**config.mk**
```make
export PLATFORM = sky130hd
export DESIGN_NAME = dds_wave_meter
export DESIGN_NICKNAME = d
export VERILOG_FILES = /design/src/rtl/dds_wave_meter.sv
export SDC_FILE = /design/constraint.sdc
export NUM_CORES = 1
export LEC_CHECK = 0
export CORE_ASPECT_RATIO = 0.5
export CORE_MARGIN = 3
export CORE_UTILIZATION = 40
export CTS_CLUSTER_SIZE = 24
export DETAILED_ROUTE_END_ITERATION = 10
export PLACE_DENSITY = 0.58
export SLEW_MARGIN = 20
export SYNTH_ARGS = -nofsm -noshare
export SYNTH_HDL_FRONTEND = slang
export SYNTH_SLANG_ARGS = --single-unit
```
**constraint.sdc**
```tcl
create_clock -name sclk -period 8.3 [get_ports sclk]
set_input_delay 2.075 -clock sclk [delete_from_list [all_inputs] [get_ports sclk]]
set_output_delay 2.075 -clock sclk [all_outputs]
set_load 0.01 [all_outputs]
```
**src/rtl/dds_wave_meter.sv**
```systemverilog
// dds_wave_meter: measures a signed sample stream. Rising zero crossings are
// detected with hysteresis, and the sclk count spanned by 2**AVG_LOG2 periods is
// accumulated per window together with the signal min, max and peak-to-peak.
//
// Ports
//   sclk        system clock, rising edge
//   rst         asynchronous active-high reset
//   meas_en     level enable; 0 forces IDLE
//   din         signed sample, DATA_BIT wide
//   din_en      din valid strobe
//   period_sum  sclk cycles spanned by the last complete window
//   pk_max      signed maximum over the last window
//   pk_min      signed minimum over the last window
//   pk_p2p      unsigned pk_max - pk_min, DATA_BIT+1 wide
//   meas_valid  one-cycle pulse when the results update
//   no_signal   set on timeout, cleared by meas_valid or meas_en=0
//   busy        state != IDLE
module dds_wave_meter #(
    parameter int unsigned DATA_BIT = 14,
    parameter int unsigned CNT_BIT  = 32,
    parameter int unsigned AVG_LOG2 = 4,
    parameter int unsigned HYST     = 64,
    parameter int unsigned TIMEOUT  = 100_000_000
) (
    input  logic                sclk,
    input  logic                rst,
    input  logic                meas_en,
    input  logic [DATA_BIT-1:0] din,
    input  logic                din_en,
    output logic [CNT_BIT-1:0]  period_sum,
    output logic [DATA_BIT-1:0] pk_max,
    output logic [DATA_BIT-1:0] pk_min,
    output logic [DATA_BIT:0]   pk_p2p,
    output logic                meas_valid,
    output logic                no_signal,
    output logic                busy
);

    localparam int unsigned PER_W = AVG_LOG2 + 1;
    localparam int unsigned TMO_W = $clog2(TIMEOUT + 1);

    localparam logic [PER_W-1:0]   PER_LAST = PER_W'((2 ** AVG_LOG2) - 1);
    localparam logic [TMO_W-1:0]   TMO_LAST = TMO_W'(TIMEOUT - 1);
    localparam logic [CNT_BIT-1:0] CNT_MAX  = '1;
    localparam logic [CNT_BIT-1:0] CYC_SAT  =
        (64'(TIMEOUT) > 64'(CNT_MAX)) ? CNT_MAX : CNT_BIT'(TIMEOUT);

    // With HYST=0 arming is strictly negative; otherwise din <= -HYST, i.e. din < 1-HYST.
    localparam int ARM_LT_I = (HYST == 0) ? 0 : (1 - int'(HYST));
    localparam logic signed [DATA_BIT-1:0] ARM_LT_S   = DATA_BIT'(ARM_LT_I);
    localparam logic signed [DATA_BIT-1:0] CROSS_GE_S = DATA_BIT'(HYST);

    typedef enum logic [1:0] {
        S_IDLE = 2'd0,
        S_ARM  = 2'd1,
        S_MEAS = 2'd2
    } state_t;

    state_t                      state_q, state_d;
    logic                        arm_q, arm_d;
    logic [CNT_BIT-1:0]          cyc_q, cyc_d;
    logic [TMO_W-1:0]            gap_q, gap_d;
    logic [PER_W-1:0]            per_q, per_d;
    logic signed [DATA_BIT-1:0]  min_q, min_d;
    logic signed [DATA_BIT-1:0]  max_q, max_d;
    logic [CNT_BIT-1:0]          period_sum_q, period_sum_d;
    logic [DATA_BIT-1:0]         pk_max_q, pk_max_d;
    logic [DATA_BIT-1:0]         pk_min_q, pk_min_d;
    logic [DATA_BIT:0]           pk_p2p_q, pk_p2p_d;
    logic                        meas_valid_q, meas_valid_d;
    logic                        no_signal_q, no_signal_d;
    logic                        busy_q, busy_d;

    logic signed [DATA_BIT-1:0]  din_s;
    logic                        cross_c;
    logic                        arm_set_c;
    logic                        tmo_c;
    logic signed [DATA_BIT-1:0]  max_c, min_c;
    logic signed [DATA_BIT:0]    ext_max_c, ext_min_c;

    // Crossing detector and running extremes including the current sample
    always_comb begin
        din_s     = signed'(din);
        cross_c   = din_en && arm_q && (din_s >= CROSS_GE_S);
        arm_set_c = din_en && (din_s < ARM_LT_S);
        tmo_c     = (gap_q == TMO_LAST) && !cross_c;
        max_c     = (din_s > max_q) ? din_s : max_q;
        min_c     = (din_s < min_q) ? din_s : min_q;
        ext_max_c = (DATA_BIT+1)'(max_c);
        ext_min_c = (DATA_BIT+1)'(min_c);
    end

    // Next-state and result logic
    always_comb begin
        state_d      = state_q;
        arm_d        = arm_q;
        cyc_d        = cyc_q;
        gap_d        = gap_q;
        per_d        = per_q;
        min_d        = min_q;
        max_d        = max_q;
        period_sum_d = period_sum_q;
        pk_max_d     = pk_max_q;
        pk_min_d     = pk_min_q;
        pk_p2p_d     = pk_p2p_q;
        meas_valid_d = 1'b0;
        no_signal_d  = no_signal_q;

        if (!meas_en) begin
            state_d     = S_IDLE;
            arm_d       = 1'b0;
            no_signal_d = 1'b0;
        end else begin
            if (cross_c) begin
                arm_d = 1'b0;
            end else if (arm_set_c) begin
                arm_d = 1'b1;
            end

            case (state_q)
                S_IDLE: begin
                    arm_d   = 1'b0;
                    cyc_d   = '0;
                    gap_d   = '0;
                    per_d   = '0;
                    min_d   = '0;
                    max_d   = '0;
                    state_d = S_ARM;
                end
                S_ARM: begin
                    if (cross_c) begin
                        state_d = S_MEAS;
                        cyc_d   = '0;
                        per_d   = '0;
                        gap_d   = '0;
                        min_d   = din_s;
                        max_d   = din_s;
                    end else if (tmo_c) begin
                        no_signal_d = 1'b1;
                        gap_d       = '0;
                    end else begin
                        gap_d = gap_q + TMO_W'(1);
                    end
                end
                S_MEAS: begin
                    cyc_d = (cyc_q == CYC_SAT) ? cyc_q : cyc_q + CNT_BIT'(1);
                    if (din_en) begin
                        min_d = min_c;
                        max_d = max_c;
                    end
                    if (cross_c) begin
                        gap_d = '0;
                        if (per_q == PER_LAST) begin
                            // Closing crossing also opens the next window
                            period_sum_d = (cyc_q == CNT_MAX) ? cyc_q : cyc_q + CNT_BIT'(1);
                            pk_max_d     = max_c;
                            pk_min_d     = min_c;
                            pk_p2p_d     = unsigned'(ext_max_c - ext_min_c);
                            meas_valid_d = 1'b1;
                            no_signal_d  = 1'b0;
                            per_d        = '0;
                            cyc_d        = '0;
                            min_d        = din_s;
                            max_d        = din_s;
                        end else begin
                            per_d = per_q + PER_W'(1);
                        end
                    end else if (tmo_c) begin
                        no_signal_d = 1'b1;
                        state_d     = S_ARM;
                        gap_d       = '0;
                    end else begin
                        gap_d = gap_q + TMO_W'(1);
                    end
                end
                default: begin
                    state_d = S_IDLE;
                end
            endcase
        end

        busy_d = (state_d != S_IDLE);
    end

    // State and result registers
    always_ff @(posedge sclk or posedge rst) begin
        if (rst) begin
            state_q      <= S_IDLE;
            arm_q        <= 1'b0;
            cyc_q        <= '0;
            gap_q        <= '0;
            per_q        <= '0;
            min_q        <= '0;
            max_q        <= '0;
            period_sum_q <= '0;
            pk_max_q     <= '0;
            pk_min_q     <= '0;
            pk_p2p_q     <= '0;
            meas_valid_q <= 1'b0;
            no_signal_q  <= 1'b0;
            busy_q       <= 1'b0;
        end else begin
            state_q      <= state_d;
            arm_q        <= arm_d;
            cyc_q        <= cyc_d;
            gap_q        <= gap_d;
            per_q        <= per_d;
            min_q        <= min_d;
            max_q        <= max_d;
            period_sum_q <= period_sum_d;
            pk_max_q     <= pk_max_d;
            pk_min_q     <= pk_min_d;
            pk_p2p_q     <= pk_p2p_d;
            meas_valid_q <= meas_valid_d;
            no_signal_q  <= no_signal_d;
            busy_q       <= busy_d;
        end
    end

    assign period_sum = period_sum_q;
    assign pk_max     = pk_max_q;
    assign pk_min     = pk_min_q;
    assign pk_p2p     = pk_p2p_q;
    assign meas_valid = meas_valid_q;
    assign no_signal  = no_signal_q;
    assign busy       = busy_q;

endmodule
```
==> impl_metrics.ini, run 1 <==
[outcome]
status = complete, no violations

[logic_synthesis]
synthTopCellsByArea = dfrtp_1 (44%), nand2_1 (6.9%), ha_1 (5.7%)
synth-seq-cells = 173
synth_async_sr_flop_share_pct = 100
yosysTopAreaCellShare_pct = 44.0
synth_top_cell_by_area = dfrtp_1
synthCells = 1116
synth_area_um2 = 9830
syn_nets = 1180
ys.flop_type = dfrtp_1
synth_commonest_cells = nand2_1 (181), dfrtp_1 (173), nor2_1 (124), o21ai_0 (80), a21oi_1 (57)
synth_area_per_cell_um2 = 8.81
yosysSeqAreaShare_pct = 44.0
synth.distinct_cells = 69
synth_edf_count = 0
yosys_warnings = 0
post-synth-top-count-cell = nand2_1

[critical_path]
slowest_stage = ha_1
cp_slowest_stage_delay_ns = 0.66
rrSetupSlack_ns = 3.59
crit_fanout = 13
cp_data_required_time_ns = 8.66
crit_family = compound AO/OA/AOI/OAI gates
endpoint_kind = register
crit_top_cell = nor2_1
timing.rr.end = pk_p2p[8]
critPathArrivalTime_ns = 6.96
crit_path_cell_trace = clkdlybuf4s50_1 -> ha_1 -> nand4_4 -> nor2_1 -> o31a_1 -> nor2_1 -> xnor2_1 -> nor2_1 -> mux2i_1 -> ha_1 -> inv_1 -> fa_1 -> o221a_2 -> o21ai_0 -> a21boi_0 -> o22ai_1 -> a31oi_1 -> o21a_1 -> o31ai_2
critPathBufInv = 2
path_depth = 19
rr_worst_depth = 19
path_class = primary input to register
start_kind = primary input
r2r-start = max_q[13]

[die]
initial_core_util_pct = 41.9
rows = 39
die_h_um = 117
core_area_um2 = 23500
die_area_um2 = 26600
pin_count = 96
die_x_um = 228

[grt]
overflow = 0
busiest_layer = met2
grt_pass1_vias = 8232
use_met2_pct = 33.0
grt_max_degree = 113
use_met3_pct = 3.29
grt_util_met1_pct = 27.1
antenna_found_initial = 0
grt_use_total_pct = 20.1
grt_first_pass_wirelength_um = 42500

[timing]
layout_setup_ws_ns = 1.69
period_share_pct = 79.6
tightest_slew_ns = 0.993
slew_headroom_pct = 33.8
fin_skew_ns = 0.00704
finalCriticalPeriod_ns = 6.61
finalSetupTns_ns = 0
final_hold_viol_count = 0
setup_viol = 0
report.final.slew_viol_count = 0
fmax_mhz = 151
rsz0062_at_grt = no
timing.hold.ws_ns = 0.470

[detailed_routing]
via_per_inst = 5.32
first_pass_iters = 6
routed_wl_um = 25100
ant_nets = 0
drc = 0
wl_per_cell_um = 16.3
dr_total_vias = 8160
drtIter0Drc = 589

[clocking]
h-tree-depth = 4
cts_buffers = 17
numClockSinks = 173
clk-insertion-delay-late_ns = 0.45
hold_buffers = 0
clk_pin_slew_ns = 0.07
post_cts_buffers = 0
ctsResizeCount = 0
clock_path_buffers = 2
cts_tree = yes
clock-root-buffer = clkbuf_16

[placed_design]
dp.cells = 1503
hpwl_um = 17900
dp_slack_ns = 1.28
io_buffers = 95
gp_congestion = 0.883

[pwr]
total_leakage_power_nw = 5.14
peakVddDrop_v = 0.000148
power_density_nw_per_um2 = 183
finalPower_w = 0.00215

[hold_path]
holdPathStages = 2
holdCritPathClass = register to register
holdPathEnd = period_sum[17]
hold_start = period_sum[17]

[job]
maxCapViolCount = 0

[layout]
n_fill_cell = 2232
final_layout_size_suffix_gt1_share_pct = 5.63
antennaDiodeCount = 0
instances_no_fill = 1535
nets = 1258
area_delta_synth_final_pct = 19.6
==> registers in the layout, indices dropped and copies added, names as in the netlist <==
register    cells
state_q         2
meas_valid      1
pk_max         14
gap_q          27
no_signal       1
cyc_q          32
period_sum     32
pk_p2p         15
per_q           5
busy            1
arm_q           1
min_q          14
pk_min         14
max_q          14
==> power breakdown <==
group	internal, W	switching (W)
logic	0.000142	0.000240
registers	0.000855	0.0000117
clock network	0.000559	0.000346
==> worst min-delay path, cell delays in order (launching register included) <==
cell and delay (ns):
dfrtp_1 0.35, nand2_1 0.05, nand2_1 0.05
==> worst max-delay path by stage <==
stage / start / end / slack (ns)
after global placement: din[13] / pk_p2p[8] / 1.37
after floorplan: rst / arm_q / 1.54
final: din[13] / pk_p2p[8] / 1.69
after global routing: din[13] / pk_p2p[8] / 1.11
after CTS: din[13] / pk_p2p[8] / 1.73
after detailed placement: din[13] / pk_p2p[8] / 1.28
==> layout by cell type, fill, tap and decap left out, drive strengths merged, types with 16 or more instances in the layout <==
master	Yosys	routed
a21oi	58	58
a22o	27	27
clkbuf	37	22
clkdlybuf4s50	0	95
dfrtp	173	173
ha	45	45
inv	54	56
nand2	181	181
nand3	43	43
nor2	124	124
nor3	20	20
o21ai	90	90
or3	16	16
xnor2	48	48
xor2	35	35
==> metrics by stage <==
step	util (%)	instance area (µm²)
after floorplan	-	9830
after global placement	47.3	11100
after detailed placement	47.3	11100
after CTS	50.1	11800
after global routing	50.1	11800
final	50.1	11800
==> layout make-up <==
class | instances | area [µm²] | share of cell area (%)
Clock buffer | 22 | 474 | 4.03
Multi-Input combinational cell | 845 | 5140 | 43.7
Clock inverter | 10 | 183 | 1.55
Timing Repair Buffer | 103 | 1010 | 8.60
Inverter | 54 | 210 | 1.79
Sequential cell | 173 | 4330 | 36.8
Tap cell | 328 | 410 | 3.49
==> per-layer routing <==
layer	wire [µm]	share of wire (%)
met2	11600	46
met5	0	0
met1	12100	48
met4	533	2.1
met3	758	3.0
==> cell families after synthesis <==
family / synth area share (%)
buffers and inverters: 3.84
DFF: 44.0
muxes: 0.522
AOI/OAI and AO/OA: 16.6
xor gates and xnor gates: 7.40
and+or+nand+nor: 21.5
adders and majority gates: 6.15
(Power assumes the default switching activity.)
==> inputs of run 2 (changes only) <==
--- a/config.mk
+++ b/config.mk
@@ -10,7 +10,7 @@
 export CORE_UTILIZATION = 40
 export CTS_CLUSTER_SIZE = 24
 export DETAILED_ROUTE_END_ITERATION = 10
-export PLACE_DENSITY = 0.58
+export PLACE_DENSITY = 0.61
 export SLEW_MARGIN = 20
 export SYNTH_ARGS = -nofsm -noshare
 export SYNTH_HDL_FRONTEND = slang
==> constraint.sdc (replaced) <==
create_clock -name sclk -period 5.7 [get_ports sclk]
set_input_delay 1.425 -clock sclk [delete_from_list [all_inputs] [get_ports sclk]]
set_output_delay 1.425 -clock sclk [all_outputs]
set_load 0.01 [all_outputs]
==> impl_metrics.ini, run 2 (synthesis results as in run 1) <==
[outcome]
status = complete, no violations

[die]
core_area_um2 = 23500
die_area_um2 = 26600
pin_count = 96
initial_core_util_pct = 41.9
die_x_um = 228
die_h_um = 117
rows = 39

[pwr]
finalPower_w = 0.00304
total_leakage_power_nw = 5.30
clkPwrFrac_pct = 38.7
peakVddDrop_v = 0.000245
p_seq_share_pct = 41.5
net-switching-power_w = 0.000889
cellInternalPower_w = 0.00215
power_density_nw_per_um2 = 253
swShare_pct = 29.2
p_comb_share_pct = 19.8

[clocking]
cts_buffers = 17
hold_buffers = 0
clock_path_buffers = 2
post_cts_buffers = 0
clk-insertion-delay-late_ns = 0.45
ctsResizeCount = 0
clk_pin_slew_ns = 0.07
clock-root-buffer = clkbuf_16
numClockSinks = 173
cts_tree = yes
h-tree-depth = 4

[timing]
final_hold_viol_count = 0
layout_setup_ws_ns = 0.401
timing.hold.ws_ns = 0.467
report.final.slew_viol_count = 0
fin_skew_ns = 0.00970
rsz0062_at_grt = no
period_share_pct = 93.0
finalSetupTns_ns = 0
slew_headroom_pct = 28.7
tightest_slew_ns = 1.07
fmax_mhz = 189
setup_viol = 0
finalCriticalPeriod_ns = 5.30

[grt]
grt_pass1_vias = 8028
antenna_found_initial = 0
overflow = 0
grt_use_total_pct = 20.0
grt_max_degree = 174
grt_first_pass_wirelength_um = 42000

[critical_path]
critPathArrivalTime_ns = 5.63
cp_slowest_stage_delay_ns = 0.49
critPathBufInv = 3
path_class = primary input to register
rrSetupSlack_ns = 1.32
crit_family = compound AO/OA/AOI/OAI gates
crit_fanout = 8
start_kind = primary input
cp_data_required_time_ns = 6.03
endpoint_kind = register
crit_path_cell_trace = clkdlybuf4s50_1 -> buf_4 -> ha_1 -> and3_1 -> a221oi_2 -> o21ai_1 -> a21oi_2 -> mux2_2 -> ha_1 -> inv_1 -> fa_1 -> o221a_2 -> o21ai_0 -> a21boi_0 -> o22ai_2 -> a21oi_1 -> o21a_1 -> o21ai_1
slowest_stage = clkdlybuf4s50_1

[placed_design]
dpl_cell_area_um2 = 11400
gp_congestion = 0.872
io_buffers = 95
hpwl_um = 18300
dp_slack_ns = -0.0973

[detailed_routing]
routed_wl_um = 25400
dr_total_vias = 8349
wl_per_cell_um = 16.1
ant_nets = 0
drtIter0Drc = 570
first_pass_iters = 5
via_per_inst = 5.30
drc = 0

[layout]
nets = 1298
design_area_um2 = 12000
area_delta_synth_final_pct = 22.2
register_area_um2 = 4330
multi_input_area_um2 = 5150
final_common_cell = nand2_1
final_layout_size_suffix_gt1_share_pct = 8.51
antennaDiodeCount = 0
final_cell_mix = nand2_1 (181), dfrtp_1 (173), nor2_1 (123)
n_fill_cell = 2181

[job]
maxCapViolCount = 0

[hold_path]
holdCritPathClass = register to register
==> run 2: cell types whose count changed in the layout (fill, tap and decap cells not counted), sizes merged <==
| cell | before | now |
|---|---|---|
| clkinv | 3 | 5 |
| clkinvlp | 0 | 2 |
| bufinv | 5 | 2 |
| buf | 8 | 48 |
| inv | 56 | 54 |
==> run 2: area by class of cell <==
cell class / count / area share (%)
clock buffer: 22 / 3.87
sequential: 173 / 36.1
timing repair buffer: 143 / 11.1
tap: 328 / 3.42
multi-input combinational: 845 / 42.9
clock inverter: 9 / 0.938
inverter: 54 / 1.72
==> run 2: worst reg2reg max path: stages, from the launching register on <==
cell      delay, ns
dfrtp_1        0.43
inv_1          0.19
ha_1           0.29
a21oi_1        0.16
a21boi_1       0.11
o31a_1         0.30
nor2_1         0.17
xnor2_1        0.09
nor2_1         0.24
mux2i_1        0.30
ha_1           0.18
inv_1          0.06
fa_1           0.44
o221a_2        0.29
o21ai_0        0.14
a21boi_0       0.16
o22ai_2        0.22
a21oi_1        0.17
o31ai_1        0.26
o21ai_1        0.08
==> run 2: layer usage <==
metal  up-vias  GRT usage [%]  wire [µm]
li1       4106              -          -
met1      4033           27.1      12000
met2       174           32.6      12000
met3        36           4.44        973
met4         0           6.05        454
met5         -              0          0
==> run 2: through the flow <==
step                utilization (%)  std cells
finish                         51.2       1574
global route                   51.2       1574
CTS                            51.1       1574
detailed placement             48.6       1543
global placement               48.6       1543
floorplan                         -       1116
==> run 2: worst paths after layout <==
kind | startpoint | end | cells after the start
max in group asynchronous | rst | max_q[0] | 3
min in group asynchronous | rst | gap_q[0] | 3
worst min-delay path | period_sum[12] | period_sum[12] | 2
worst min register to register | period_sum[12] | period_sum[12] | 2
worst max register to register | max_q[4] | pk_p2p[12] | 19
worst max-delay path | din[4] | pk_p2p[14] | 18
==> run 2: power groups by stage <==
stage | clock network [W] | logic, W | registers (W)
2_1_floorplan | 0 | 0.000410 | 0.00128
3_3_place_gp | 0 | 0.000590 | 0.00128
3_5_place_dp | 0 | 0.000599 | 0.00128
4_1_cts | 0.00120 | 0.000602 | 0.00126
5_1_grt | 0.00126 | 0.000679 | 0.00126
6_report | 0.00118 | 0.000603 | 0.00126
